[src/rtl/bitwise_frame_reducer_if.sv]
// Stream bus for the bitwise frame reducer: frame control, input word
// stream and result stream grouped together.
//
// Handshake rule for both streams: a transfer happens on the rising clock
// edge where valid and ready are both 1. The sender keeps valid and data
// stable until that edge. The receiver may raise or lower ready at any time.
// Valid does not depend on ready.
interface bitwise_frame_reducer_if #(
    parameter int WIDTH = 16,
    parameter int LEN_W = 5
);
    // Frame control
    logic             start;
    logic [1:0]       mode;
    logic [LEN_W-1:0] len;
    logic             busy;
    // Input word stream
    logic             in_valid;
    logic [WIDTH-1:0] in_data;
    logic             in_ready;
    // Result stream
    logic             out_valid;
    logic [WIDTH-1:0] out_data;
    logic             out_ready;

    // Producer/consumer side
    modport master (
        output start, mode, len, in_valid, in_data, out_ready,
        input  busy, in_ready, out_valid, out_data
    );

    // Reducer side
    modport slave (
        input  start, mode, len, in_valid, in_data, out_ready,
        output busy, in_ready, out_valid, out_data
    );
endinterface

[src/rtl/bitwise_frame_reducer.sv]
// Bitwise frame reducer. It folds a frame of len words into one WIDTH-bit
// result using OR, AND, XOR or NOR. One word is accepted per cycle, and only
// one frame is in flight at a time. All outputs come straight from registers.
module bitwise_frame_reducer #(
    parameter int WIDTH = 16,
    parameter int LEN_W = 5
) (
    input  logic                        clock,
    input  logic                        reset_n,
    bitwise_frame_reducer_if.slave      bus,
    output logic [1:0]                  dbg_state_o
);
    localparam logic [1:0] MODE_OR  = 2'b00;
    localparam logic [1:0] MODE_AND = 2'b01;
    localparam logic [1:0] MODE_XOR = 2'b10;
    localparam logic [1:0] MODE_NOR = 2'b11;

    typedef enum logic [1:0] {
        ST_IDLE = 2'd0,
        ST_ACC  = 2'd1,
        ST_DONE = 2'd2
    } state_t;

    state_t           state_q;
    logic [WIDTH-1:0] acc_q;
    logic [WIDTH-1:0] acc_d;
    logic [LEN_W-1:0] rem_q;
    logic [1:0]       mode_q;
    logic [WIDTH-1:0] out_data_q;
    logic             busy_q;
    logic             in_ready_q;
    logic             out_valid_q;
    logic [WIDTH-1:0] ident;
    logic             beat;

    // AND starts from all-ones. OR, XOR and NOR start from zero.
    assign ident = (bus.mode == MODE_AND) ? {WIDTH{1'b1}} : {WIDTH{1'b0}};

    // A beat is accepted only when the reducer offers ready. This keeps an
    // unaccepted in_data out of the accumulator.
    assign beat = bus.in_valid & in_ready_q;

    // Next accumulator value if the current input word is folded in.
    always_comb begin
        acc_d = acc_q;
        case (mode_q)
            MODE_OR,
            MODE_NOR: acc_d = acc_q | bus.in_data;
            MODE_AND: acc_d = acc_q & bus.in_data;
            MODE_XOR: acc_d = acc_q ^ bus.in_data;
            default:  acc_d = acc_q;
        endcase
    end

    // Frame FSM with registered outputs: IDLE -> ACC -> DONE -> IDLE.
    always_ff @(posedge clock or negedge reset_n) begin
        if (!reset_n) begin
            state_q     <= ST_IDLE;
            acc_q       <= '0;
            rem_q       <= '0;
            mode_q      <= '0;
            out_data_q  <= '0;
            busy_q      <= 1'b0;
            in_ready_q  <= 1'b0;
            out_valid_q <= 1'b0;
        end else begin
            case (state_q)
                ST_IDLE: begin
                    if (bus.start) begin
                        mode_q <= bus.mode;
                        acc_q  <= ident;
                        busy_q <= 1'b1;
                        if (bus.len != '0) begin
                            state_q    <= ST_ACC;
                            rem_q      <= bus.len;
                            in_ready_q <= 1'b1;
                        end else begin
                            // Empty frame: the result is the identity,
                            // inverted for NOR.
                            state_q     <= ST_DONE;
                            out_valid_q <= 1'b1;
                            out_data_q  <= (bus.mode == MODE_NOR) ? ~ident : ident;
                        end
                    end
                end
                ST_ACC: begin
                    if (beat) begin
                        acc_q <= acc_d;
                        if (rem_q != '0) begin
                            rem_q <= rem_q - 1'b1;
                        end
                        // The last beat publishes the result on the same edge.
                        if (rem_q == {{(LEN_W-1){1'b0}}, 1'b1}) begin
                            state_q     <= ST_DONE;
                            in_ready_q  <= 1'b0;
                            out_valid_q <= 1'b1;
                            out_data_q  <= (mode_q == MODE_NOR) ? ~acc_d : acc_d;
                        end
                    end
                end
                ST_DONE: begin
                    // out_data_q keeps its value after the handshake.
                    if (bus.out_ready) begin
                        state_q     <= ST_IDLE;
                        out_valid_q <= 1'b0;
                        busy_q      <= 1'b0;
                    end
                end
                default: begin
                    state_q     <= ST_IDLE;
                    busy_q      <= 1'b0;
                    in_ready_q  <= 1'b0;
                    out_valid_q <= 1'b0;
                end
            endcase
        end
    end

    assign bus.busy      = busy_q;
    assign bus.in_ready  = in_ready_q;
    assign bus.out_valid = out_valid_q;
    assign bus.out_data  = out_data_q;
    assign dbg_state_o   = state_q;
endmodule

[src/flat_wrapper.sv]
// flat-port wrapper written by rule: the top's interface ports become plain ports
module bitwise_frame_reducer_flat 
#(
    parameter int WIDTH = 16,
    parameter int LEN_W = 5
)
  (clock, reset_n, dbg_state_o, bus_start, bus_mode, bus_len, bus_in_valid, bus_in_data, bus_out_ready, bus_busy, bus_in_ready, bus_out_valid, bus_out_data);
  bitwise_frame_reducer_if #(.WIDTH(WIDTH), .LEN_W(LEN_W)) bus_i ();
  input  logic clock;
  input  logic reset_n;
  output logic [1:0] dbg_state_o;
  input wire logic [$bits(bus_i.start)-1:0] bus_start;
  input wire logic [$bits(bus_i.mode)-1:0] bus_mode;
  input wire logic [$bits(bus_i.len)-1:0] bus_len;
  input wire logic [$bits(bus_i.in_valid)-1:0] bus_in_valid;
  input wire logic [$bits(bus_i.in_data)-1:0] bus_in_data;
  input wire logic [$bits(bus_i.out_ready)-1:0] bus_out_ready;
  output wire logic [$bits(bus_i.busy)-1:0] bus_busy;
  output wire logic [$bits(bus_i.in_ready)-1:0] bus_in_ready;
  output wire logic [$bits(bus_i.out_valid)-1:0] bus_out_valid;
  output wire logic [$bits(bus_i.out_data)-1:0] bus_out_data;
  assign bus_i.start = bus_start;
  assign bus_i.mode = bus_mode;
  assign bus_i.len = bus_len;
  assign bus_i.in_valid = bus_in_valid;
  assign bus_i.in_data = bus_in_data;
  assign bus_i.out_ready = bus_out_ready;
  assign bus_busy = bus_i.busy;
  assign bus_in_ready = bus_i.in_ready;
  assign bus_out_valid = bus_i.out_valid;
  assign bus_out_data = bus_i.out_data;
  bitwise_frame_reducer #(.WIDTH(WIDTH), .LEN_W(LEN_W)) u_core (.clock(clock), .reset_n(reset_n), .bus(bus_i), .dbg_state_o(dbg_state_o));
endmodule
[config.mk]
export PLATFORM = sky130hd
export DESIGN_NAME = bitwise_frame_reducer_flat
export DESIGN_NICKNAME = d
export VERILOG_FILES = /design/src/rtl/bitwise_frame_reducer_if.sv /design/src/rtl/bitwise_frame_reducer.sv /design/src/flat_wrapper.sv
export SDC_FILE = /design/constraint.sdc
export NUM_CORES = 1
export LEC_CHECK = 0
export ABC_AREA = 1
export CAP_MARGIN = 10
export CELL_PAD_IN_SITES_DETAIL_PLACEMENT = 0
export CELL_PAD_IN_SITES_GLOBAL_PLACEMENT = 1
export CORE_ASPECT_RATIO = 1.2
export CORE_MARGIN = 5
export CORE_UTILIZATION = 40
export DETAILED_ROUTE_END_ITERATION = 8
export MAX_ROUTING_LAYER = met4
export PLACE_DENSITY = 0.79
export SETUP_SLACK_MARGIN = 0.4
export SLEW_MARGIN = 20
export SYNTH_ARGS = -nofsm -noshare
export SYNTH_HDL_FRONTEND = slang
export SYNTH_SLANG_ARGS = --single-unit
[constraint.sdc]
create_clock -name clock -period 2.1 [get_ports clock]
set_input_delay 0.21 -clock clock [delete_from_list [all_inputs] [get_ports clock]]
set_output_delay 0.21 -clock clock [all_outputs]
set_load 0.005 [all_outputs]
# == After elaboration in Yosys (flattened, before gate mapping) ==
# Cells that the tools add are included.
# classes
n_addsub,1
eq_ne,15
n_mux,36
bitwise_logic,8
reduce_logical,14
# ops
cell,n
16-bit two-way mux,9
16-bit case mux with 2 select lines,2
16-bit case mux with 3 select lines,1
16-bit inverter,2
5-bit two-way mux,4
5-bit AND reduction,4
16-bit AND,1
16-bit bitwise OR,1
16-bit bitwise XOR,1
1-bit two-way mux,10
2-bit two-way mux,5
5-bit case mux with 2 select lines,1
5-bit nonzero test,2
1-bit case mux with 3 select lines,3
"2-bit equality test, second input constant",4
"2-bit by 1-bit != test with 1-bit output, second input constant",4
"2-bit by 1-bit equality test with 1-bit output, second input constant",3
"2-bit != test, second input constant",3
2-bit case mux with 3 select lines,1
3-bit AND reduction,2
"5-bit by 1-bit equality test with 1-bit output, second input constant",1
"5-bit by 1-bit subtractor with 5-bit output, second input constant",1
2-bit logical NOT,2
4-bit AND reduction,1
other kinds (5),6
# word_totals
register_bits,44
inputBits,28
output_inout_bits,21
word_cells,82

# == Depth between registers and ports, before layout ==
# Gate-level depths: netlist (run 1).
# logic_depth
word_depth,8
depth_mapped,12
mapped_depth_nobuf,10

# == Least setup slack after synthesis (run 1) ==
# OpenSTA, ideal clock, no wires.
# synth_timing
path_kind,flip-flop to flip-flop
startpoint,register u_core.mode_q[0]
endpoint,"register u_core.out_data_q[2], in the netlist u_core.bus.out_data[2]"
setup_time_ps,116
arrival_time_ps,1464
slack_ps,520
stages_incl_launch_ff,13
n_path_buf,3
synth_period_minus_slack_ps,1580
path_cell_list,dfrtp_1 inv_1 ha_1 buf_4 inv_2 buf_6 buf_4 nand3_1 nand3_1 nand3_1 nand2_1 nand2_1 nand2_1
# synth_via
elab_chain_len,8
elab_cells_between_ends,11
classes_between,3 x eq/ne; 5 x mux; 1 x bitwise; 2 x reduce/logical
# synth_lines
item,line_no,rtl
from (decl),bitwise_frame_reducer.sv:28,logic [1:0] mode_q;
from (signal assigned),bitwise_frame_reducer.sv:70,mode_q <= bus.mode;
2-bit equality test / 2-bit logical NOT (equally long branches),"bitwise_frame_reducer.sv:46, bitwise_frame_reducer.sv:97",
2-bit OR reduction,bitwise_frame_reducer.sv:46,case (mode_q)
16-bit case mux with 3 select lines,bitwise_frame_reducer.sv:46,
16-bit inverter,bitwise_frame_reducer.sv:97,out_data_q <= (mode_q == MODE_NOR) ? ~acc_d : acc_d;
16-bit two-way mux (*),bitwise_frame_reducer.sv:97,
16-bit two-way mux (*),bitwise_frame_reducer.sv:93,"if (rem_q == {{(LEN_W-1){1'b0}}, 1'b1}) begin"
16-bit two-way mux (*),bitwise_frame_reducer.sv:87,if (beat) begin
16-bit case mux with 2 select lines (*),bitwise_frame_reducer.sv:67,case (state_q)
to (signal assigned),bitwise_frame_reducer.sv:82,out_data_q <= (bus.mode == MODE_NOR) ? ~ident : ident;
to (signal assigned),bitwise_frame_reducer.sv:97,
to (decl),bitwise_frame_reducer.sv:29,logic [WIDTH-1:0] out_data_q;
# Mark *: on every way between the ends. The rest lies on a longest branch, timed or not. The select of a mux whose other input is x is not followed.
# A chain may end at the register's enable or synchronous reset.

# == Final worst setup path (run 1) ==
# layout_timing
startpoint,register u_core.mode_q[1]
endpoint,"register u_core.out_data_q[4], in the netlist u_core.bus.out_data[4]"
# Same word-level chain as after synthesis.

==> results of run 1 <==
per-layer routing:
layer / track usage (%) / wire length (um)
met5: - / 0
met4: 5.294 / 115
met3: 2.882 / 380
met2: 28.87 / 4387
met1: 21.86 / 4005
cells in the final DEF (no fill, tap or decap), drive strengths merged, types with 2 or more instances in the layout:
| master | count |
|---|---|
| clkdlybuf4s50 | 47 |
| or2 | 16 |
| buf | 14 |
| clkbuf | 7 |
| nand3 | 84 |
| a21oi | 2 |
| inv | 47 |
| nor2 | 13 |
| dfrtp | 44 |
| nand2 | 178 |
| clkinvlp | 2 |
| a22oi | 16 |
| ha | 37 |
| o21ai | 14 |
flip-flops by register name (all words and copies together), names as in the netlist:
| register | cells |
|---|---|
| u_core.bus.in_ready | 1 |
| u_core.dbg_state_o | 2 |
| u_core.bus.busy | 1 |
| u_core.bus.out_data | 16 |
| u_core.acc_q | 16 |
| u_core.bus.out_valid | 1 |
| u_core.rem_q | 5 |
| u_core.mode_q | 2 |
worst max-delay path by stage:
stage | start | endpoint | slack, ps | cells past startpoint
floorplan | u_core.mode_q[0]$_DFFE_PN0P_ | u_core.bus.out_data[2]$_DFFE_PN0P_ | 520 | 12
global placement | bus_in_data[4] | u_core.bus.out_data[4]$_DFFE_PN0P_ | 420 | 9
detailed placement | bus_in_data[4] | u_core.bus.out_data[4]$_DFFE_PN0P_ | 390 | 9
CTS | u_core.mode_q[0]$_DFFE_PN0P_ | u_core.bus.out_data[4]$_DFFE_PN0P_ | 440 | 10
global route | u_core.dbg_state_o[1]$_DFFE_PN0P_ | u_core.rem_q[2]$_DFFE_PN0P_ | 390 | 9
finish | u_core.mode_q[1]$_DFFE_PN0P_ | u_core.bus.out_data[4]$_DFFE_PN0P_ | 490 | 9
report_power, final:
part	total (uW)	internal [uW]	switching, uW
Combinational	5100	2190	2910
Clock	588	267	321
Sequential	1550	1270	280
worst max-delay path, cell delays in order (launching register included):
cell and delay [ps]:
dfrtp_1 430, ha_4 290, inv_2 40, buf_12 150
or2_2 280, nand3_1 80, nand3_1 110, nand2_1 80
nand2_1 50, nand2_1 60
cell families after synthesis:
logic type	count (synthesis)	synth area share, %
flops	44	31.61
fa+ha+maj	37	13.29
simple gates	294	37.93
compound gates	33	7.723
buf+inv	70	9.446
metrics by stage:
stage / hold WS [ps] / utilization (%) / power [uW] / setup WS, ps / instance area, um^2
after global placement: 352.8 / 47.82 / 6434 / 421.8 / 4095
after detailed placement: 349.0 / 47.82 / 6461 / 390.7 / 4095
after CTS: 12.93 / 49.10 / 7113 / 443.1 / 4205
after global routing: 42.62 / 49.91 / 7970 / 388.9 / 4274
after floorplan: -85.59 / - / 5085 / 519.6 / 3483
final: 3.584 / 49.91 / 7233 / 485.4 / 4274
layout make-up:
cell class | instances | area [um^2] | share of cell area (%)
repair buffers | 62 | 651.9 | 15.25
well taps | 117 | 146.4 | 3.425
clock buffers | 6 | 82.58 | 1.932
inverters | 47 | 178.9 | 4.186
multi-input cells | 364 | 2098 | 49.09
flip-flops and latches | 44 | 1101 | 25.76
clock inverters | 2 | 15.01 | 0.3513
timing repair:
item | in CTS | in global routing
pin swaps | 0 | 2
buffers inserted | 1 | 0
gates resized for setup | 1 | 8
setup endpoints to repair | 4 | 13
cloned | 0 | 1
==> results by group, run 1 <==
Run status
  • Run status: completed

Layout
  • Fraction of layout instances using a drive strength above 1: 12.57%
  • Non-filler instance count after layout: 642
  • Area growth from synthesis to layout: 22.70%
  • Number of antenna repair diodes: 0
  • Fillers: 842
  • Nets: 589

Drt
  • DR iter-0 viols: 184
  • Number of vias per cell after detailed routing: 4.846
  • Remaining antenna violation count after routing: 0
  • Total number of vias: 3,111
  • Number of detailed-route iterations in the first pass: 7
  • Total Routed Length: 8889 um
  • DR WL/cell: 13.85 um
  • DRC violations left: 0

STA
  • Share of the cycle needed by the critical path after routing: 76.88%
  • Maximum clock frequency: 619.4 MHz
  • Time the worst path needs with I/O delays and setup: 1615 ps
  • Final Setup Violations: 0
  • Final hold vios: 0
  • Slew at the pin closest to its max-slew limit: 614.6 ps
  • Number of max-slew violations in the final report: 0
  • Setup Total Neg Slack: 0 ps
  • Relative slew margins: 59.03%
  • Setup repair after global routing missed its margin: true
  • Worst setup skew after layout: 6.381 ps

Clocking
  • Worst-Skew Late Latency: 300 ps
  • Sink Count: 44
  • Clock buffers created by TritonCTS: 5
  • CTS tree: done
  • Maximum clock path buffer count: 2
  • Buffer type at the clock tree root: clkbuf_8
  • CTS H-tree lvls: 2
  • Hold-fix buffers at CTS: 0
  • Clock transition at the register clock pins on the worst setup and hold paths after CTS: 90 ps

Floorplan
  • Initial Util: 40.67%
  • Horizontal die dimension: 95.19 um
  • Core Area: 8564 um^2
  • Overall die area: 10,680 um^2
  • Number of placement rows: 37
  • Die Span Y: 112.2 um
  • Ports placed on the boundary: 49

Critical path
  • Worst path required time: 2350 ps
  • Critical path peak fanout: 36
  • WP data arrival: 1860 ps
  • Worst r2r src: u_core.mode_q[1]$_DFFE_PN0P_
  • Type of origin of the critical path: flip-flop
  • Classification of the worst setup path: reg2reg
  • Count of cells along the worst register-to-register path: 9
  • R2R Path End: u_core.bus.out_data[4]$_DFFE_PN0P_
  • Flop-to-flop setup slack: 490 ps
  • Crit path capture type: flip-flop

Pwr
  • Worst IR drop on VDD: 0.9123 mV
  • Power density over the cells: 1692 nW/um^2
  • Static power due to leakage: 0.002214 uW

Yosys
  • Count leader, synth: nand2_1
  • Fraction of registers with async set/reset: 100.0%
  • Synth cell types: 31
  • Fraction of synthesized cell area taken by the top area cell type: 31.61%
  • Portion of the post-synthesis area used by sequential elements: 31.61%
  • Number of instances in the synthesized netlist: 478
  • Number of enable flip-flop cells after synthesis: 0
  • Number of nets in the synthesized netlist: 543
  • Flops & latches, synth: 44
  • Avg Inst Size Synth: 7.287 um^2
  • Ys Warns: 0
  • Commonest register cell after synthesis: dfrtp_1
  • Main area contributors after synthesis: dfrtp_1 (32%), nand2_1 (19%), ha_1 (13%)
  • Leading cell types by count after synthesis: nand2_1 (174), nand3_1 (83), dfrtp_1 (44), inv_1 (42), ha_1 (37)
  • Synthesized cell area: 3483 um^2
  • Cell accounting for the most synthesized area: dfrtp_1

Placed design
  • Post-Place Cells: 632
  • HPWL after DPL: 6156 um
  • Number of buffers inserted by port buffering: 48
  • Global placer's final weighted congestion: 0.8490

Global routing
  • Total global routing track utilization: 17.54%
  • Global-route wire length before repair: 14,530 um
  • Global route total overflow: 0
  • Number of global-route vias before repair: 3,025
  • Number of antenna violations at the first check in global routing: 0
  • Largest net degree at the start of global routing: 45

Worst hold path
  • Hold WC Path Type: in2async

Job
  • Max-capacitance violation count: 0
Note: power is estimated with default switching activity, not from simulation.
==> run 2, diff against run 1 <==
==> constraint.sdc (replaced) <==
create_clock -name clock -period 1.7 [get_ports clock]
set_input_delay 0.17 -clock clock [delete_from_list [all_inputs] [get_ports clock]]
set_output_delay 0.17 -clock clock [all_outputs]
set_load 0.005 [all_outputs]
==> run 2 against run 1 <==
Sequential cell count stayed put. Highest routed layer unchanged. Die area unchanged. Register-to-register slack got worse by 360 ps. First-iteration DRC count increased by 17%.
==> results by group, run 2 (synthesis gave the netlist of run 1 again) <==
Layout
  • Multi-input gate area: 2372 um^2 (was 2098 um^2)
  • Number of antenna repair diodes: 0 (unchanged)
  • Nets: 624 (was 589)
  • Most common cell after layout, fill and taps aside: nand2_1 (unchanged)
  • Non-filler instance count after layout: 677 (was 642)
  • Fillers: 776 (was 842)
  • Area growth from synthesis to layout: 43.32% (was 22.70%)
  • Leading cell types in the layout, fill and taps excluded: nand2_1 (159), nand3_1 (59), dfrtp_1 (42) (was nand2_1 (174), nand3_1 (79), clkdlybuf4s50_1 (47))
  • Area taken by flip-flops and latches: 1104 um^2 (was 1101 um^2)
  • Fraction of layout instances using a drive strength above 1: 27.50% (was 12.57%)
  • Core utilization of the finished layout: 58.29% (was 49.91%)

Drt
  • DRC violations left: 0 (unchanged)
  • Number of detailed-route iterations in the first pass: 4 (was 7)
  • DR WL/cell: 15.05 um (was 13.85 um)
  • Total Routed Length: 10,190 um (was 8889 um)
  • DR iter-0 viols: 216 (was 184)
  • Total number of vias: 3,376 (was 3,111)
  • Number of vias per cell after detailed routing: 4.987 (was 4.846)
  • Remaining antenna violation count after routing: 0 (unchanged)

Placed design
  • Post-Place Cells: 640 (was 632)
  • HPWL after DPL: 6436 um (was 6156 um)
  • Number of buffers inserted by port buffering: 48 (unchanged)
  • Global placer's final weighted congestion: 0.8079 (was 0.8490)

Pwr
  • Pwr Total: 11,370 uW (was 7233 uW)
  • Worst IR drop on VDD: 1.036 mV (was 0.9123 mV)
  • Power density over the cells: 2278 nW/um^2 (was 1692 nW/um^2)
  • Static power due to leakage: 0.002605 uW (was 0.002214 uW)

STA
  • Time the worst path needs with I/O delays and setup: 1576 ps (was 1615 ps)
  • Setup repair after global routing missed its margin: true (unchanged)
  • Final hold vios: 0 (unchanged)
  • Final Setup Violations: 0 (unchanged)
  • Share of the cycle needed by the critical path after routing: 92.73% (was 76.88%)
  • Slew at the pin closest to its max-slew limit: 267.1 ps (was 614.6 ps)
  • Maximum clock frequency: 634.3 MHz (was 619.4 MHz)
  • Worst setup skew after layout: 5.628 ps (was 6.381 ps)
  • Number of max-slew violations in the final report: 0 (unchanged)
  • Setup Total Neg Slack: 0 ps (unchanged)
  • Relative slew margins: 82.19% (was 59.03%)

Run status
  • Run status: completed (unchanged)

Critical path
  • Crit path capture type: flip-flop (unchanged)
  • Slowest stage delay, CP: 440 ps (was 430 ps)
  • Type of origin of the critical path: flip-flop (unchanged)
  • Worst path required time: 1950 ps (was 2350 ps)
  • CP Cell Sequence: ha_4 > inv_6 > buf_12 > or2_0 > nand3_1 > nand3_1 > nand2_1 > nand2_1 > nand2_1 (was ha_4 > inv_2 > buf_12 > or2_2 > nand3_1 > nand3_1 > nand2_1 > nand2_1 > nand2_1)
  • Flop-to-flop setup slack: 120 ps (was 490 ps)
  • Critical-path cell with the highest stage delay: dfrtp_1 (unchanged)
  • WP data arrival: 1830 ps (was 1860 ps)
  • Worst r2r src: u_core.mode_q[1]$_DFFE_PN0P_ (unchanged)
  • Classification of the worst setup path: reg2reg (unchanged)
  • Cell occurring most often along the worst timing path: nand2_1 (unchanged)
  • Critical path peak fanout: 11 (was 36)
  • Count of cells along the worst register-to-register path: 9 (unchanged)
  • R2R Path End: u_core.bus.out_data[13]$_DFFE_PN0P_ (was u_core.bus.out_data[4]$_DFFE_PN0P_)

Global routing
  • Met2 Use GR: 33.96% (was 28.87%)
  • Met1 track demand over resource: 24.55% (was 21.86%)
  • Global route total overflow: 0 (unchanged)
  • Met3 Use GR: 3.083% (was 2.882%)
  • Number of antenna violations at the first check in global routing: 0 (unchanged)
  • Largest net degree at the start of global routing: 45 (unchanged)
  • Number of global-route vias before repair: 3,365 (was 3,025)
  • Most heavily used metal layer in global routing: met2 (unchanged)
  • Total global routing track utilization: 19.91% (was 17.54%)
  • Global-route wire length before repair: 16,330 um (was 14,530 um)

Clocking
  • Worst-Skew Late Latency: 310 ps (was 300 ps)
  • Maximum clock path buffer count: 2 (unchanged)
  • Clock transition at the register clock pins on the worst setup and hold paths after CTS: 100 ps (was 90 ps)
  • CTS tree: done (unchanged)
  • CTS H-tree lvls: 2 (unchanged)
  • Buffer type at the clock tree root: clkbuf_8 (unchanged)
  • Clock buffers created by TritonCTS: 5 (unchanged)
  • Sink Count: 44 (unchanged)

Floorplan
  • Die Span Y: 112.2 um (unchanged)
  • Ports placed on the boundary: 49 (unchanged)
  • Initial Util: 40.67% (unchanged)
  • Core Area: 8564 um^2 (unchanged)
  • Horizontal die dimension: 95.19 um (unchanged)
  • Number of placement rows: 37 (unchanged)
  • Overall die area: 10,680 um^2 (unchanged)

Worst hold path
  • Hold WC Path Type: in2async (unchanged)

Job
  • Max-capacitance violation count: 0 (unchanged)
-- run 2: changes by cell type in the layout (fill, tap and decap cells not counted), moves of 12 or more --
cell and delta:
buf_4 +20, clkdlybuf4s50_1 -21, dlygate4sd2_1 +21, nand2_1 -15, nand2_2 +14, nand3_1 -20
nand3_2 +20, or2_2 -12, or2_4 +12
-- run 2: worst max-delay path by stage --
stage | start | endpoint | cells after the start
finish | u_core.mode_q[1]$_DFFE_PN0P_ | u_core.bus.out_data[13]$_DFFE_PN0P_ | 9
global route | u_core.mode_q[0]$_DFFE_PN0P_ | u_core.bus.out_data[14]$_DFFE_PN0P_ | 10
CTS | u_core.mode_q[1]$_DFFE_PN0P_ | u_core.bus.out_data[0]$_DFFE_PN0P_ | 9
detailed placement | bus_in_data[3] | u_core.bus.out_data[3]$_DFFE_PN0P_ | 11
global placement | bus_in_data[3] | u_core.bus.out_data[3]$_DFFE_PN0P_ | 11
floorplan | u_core.mode_q[0]$_DFFE_PN0P_ | u_core.bus.out_data[2]$_DFFE_PN0P_ | 12
-- run 2: stage by stage --
stage	setup slack (ps)	hold slack (ps)	instance area, um^2
6_report	123.6	366.4	4992
5_1_grt	45.90	399.5	4992
4_1_cts	142.2	388.4	4833
3_5_place_dp	33.09	176.0	4348
3_3_place_gp	41.51	180.9	4348
2_1_floorplan	179.1	-125.6	3682
-- run 2: layout make-up --
cell class | instances | area share, %
multi-input combinational | 364 | 47.52
clock inverter | 2 | 0.7769
clock buffer | 6 | 1.654
sequential | 44 | 22.11
inverter | 47 | 3.935
timing repair buffer | 97 | 21.08
tap | 117 | 2.932
-- run 2: layer usage --
| metal | up-vias | wire [um] |
|---|---|---|
| met5 | - | 0 |
| met4 | 0 | 111 |
| met3 | 11 | 386 |
| met2 | 72 | 5237 |
| met1 | 1595 | 4454 |
| li1 | 1698 | - |
-- run 2: worst max-delay path: cells and delay by family (launching register included) --
family | cells | cell delay, ps
buffers and inverters | 2 | 210
DFF | 1 | 440
adders and majority gates | 1 | 320
and+or+nand+nor | 6 | 560
-- run 2: report_power, final --
part	total (uW)	internal (uW)	switching (uW)
combinational	8530	4070	4460
clock	901	482	419
sequential	1940	1570	369
-- run 2: timing repair --
item / 4_1_cts / 5_1_grt
endpoints found under the hold margin: 44 / 0
hold buffers: 1 / 0
cloned: 5 / 2
resized for setup: 68 / 17
setup buffers: 13 / 8
setup endpoints to repair: 62 / 40
pin swaps: 13 / 18
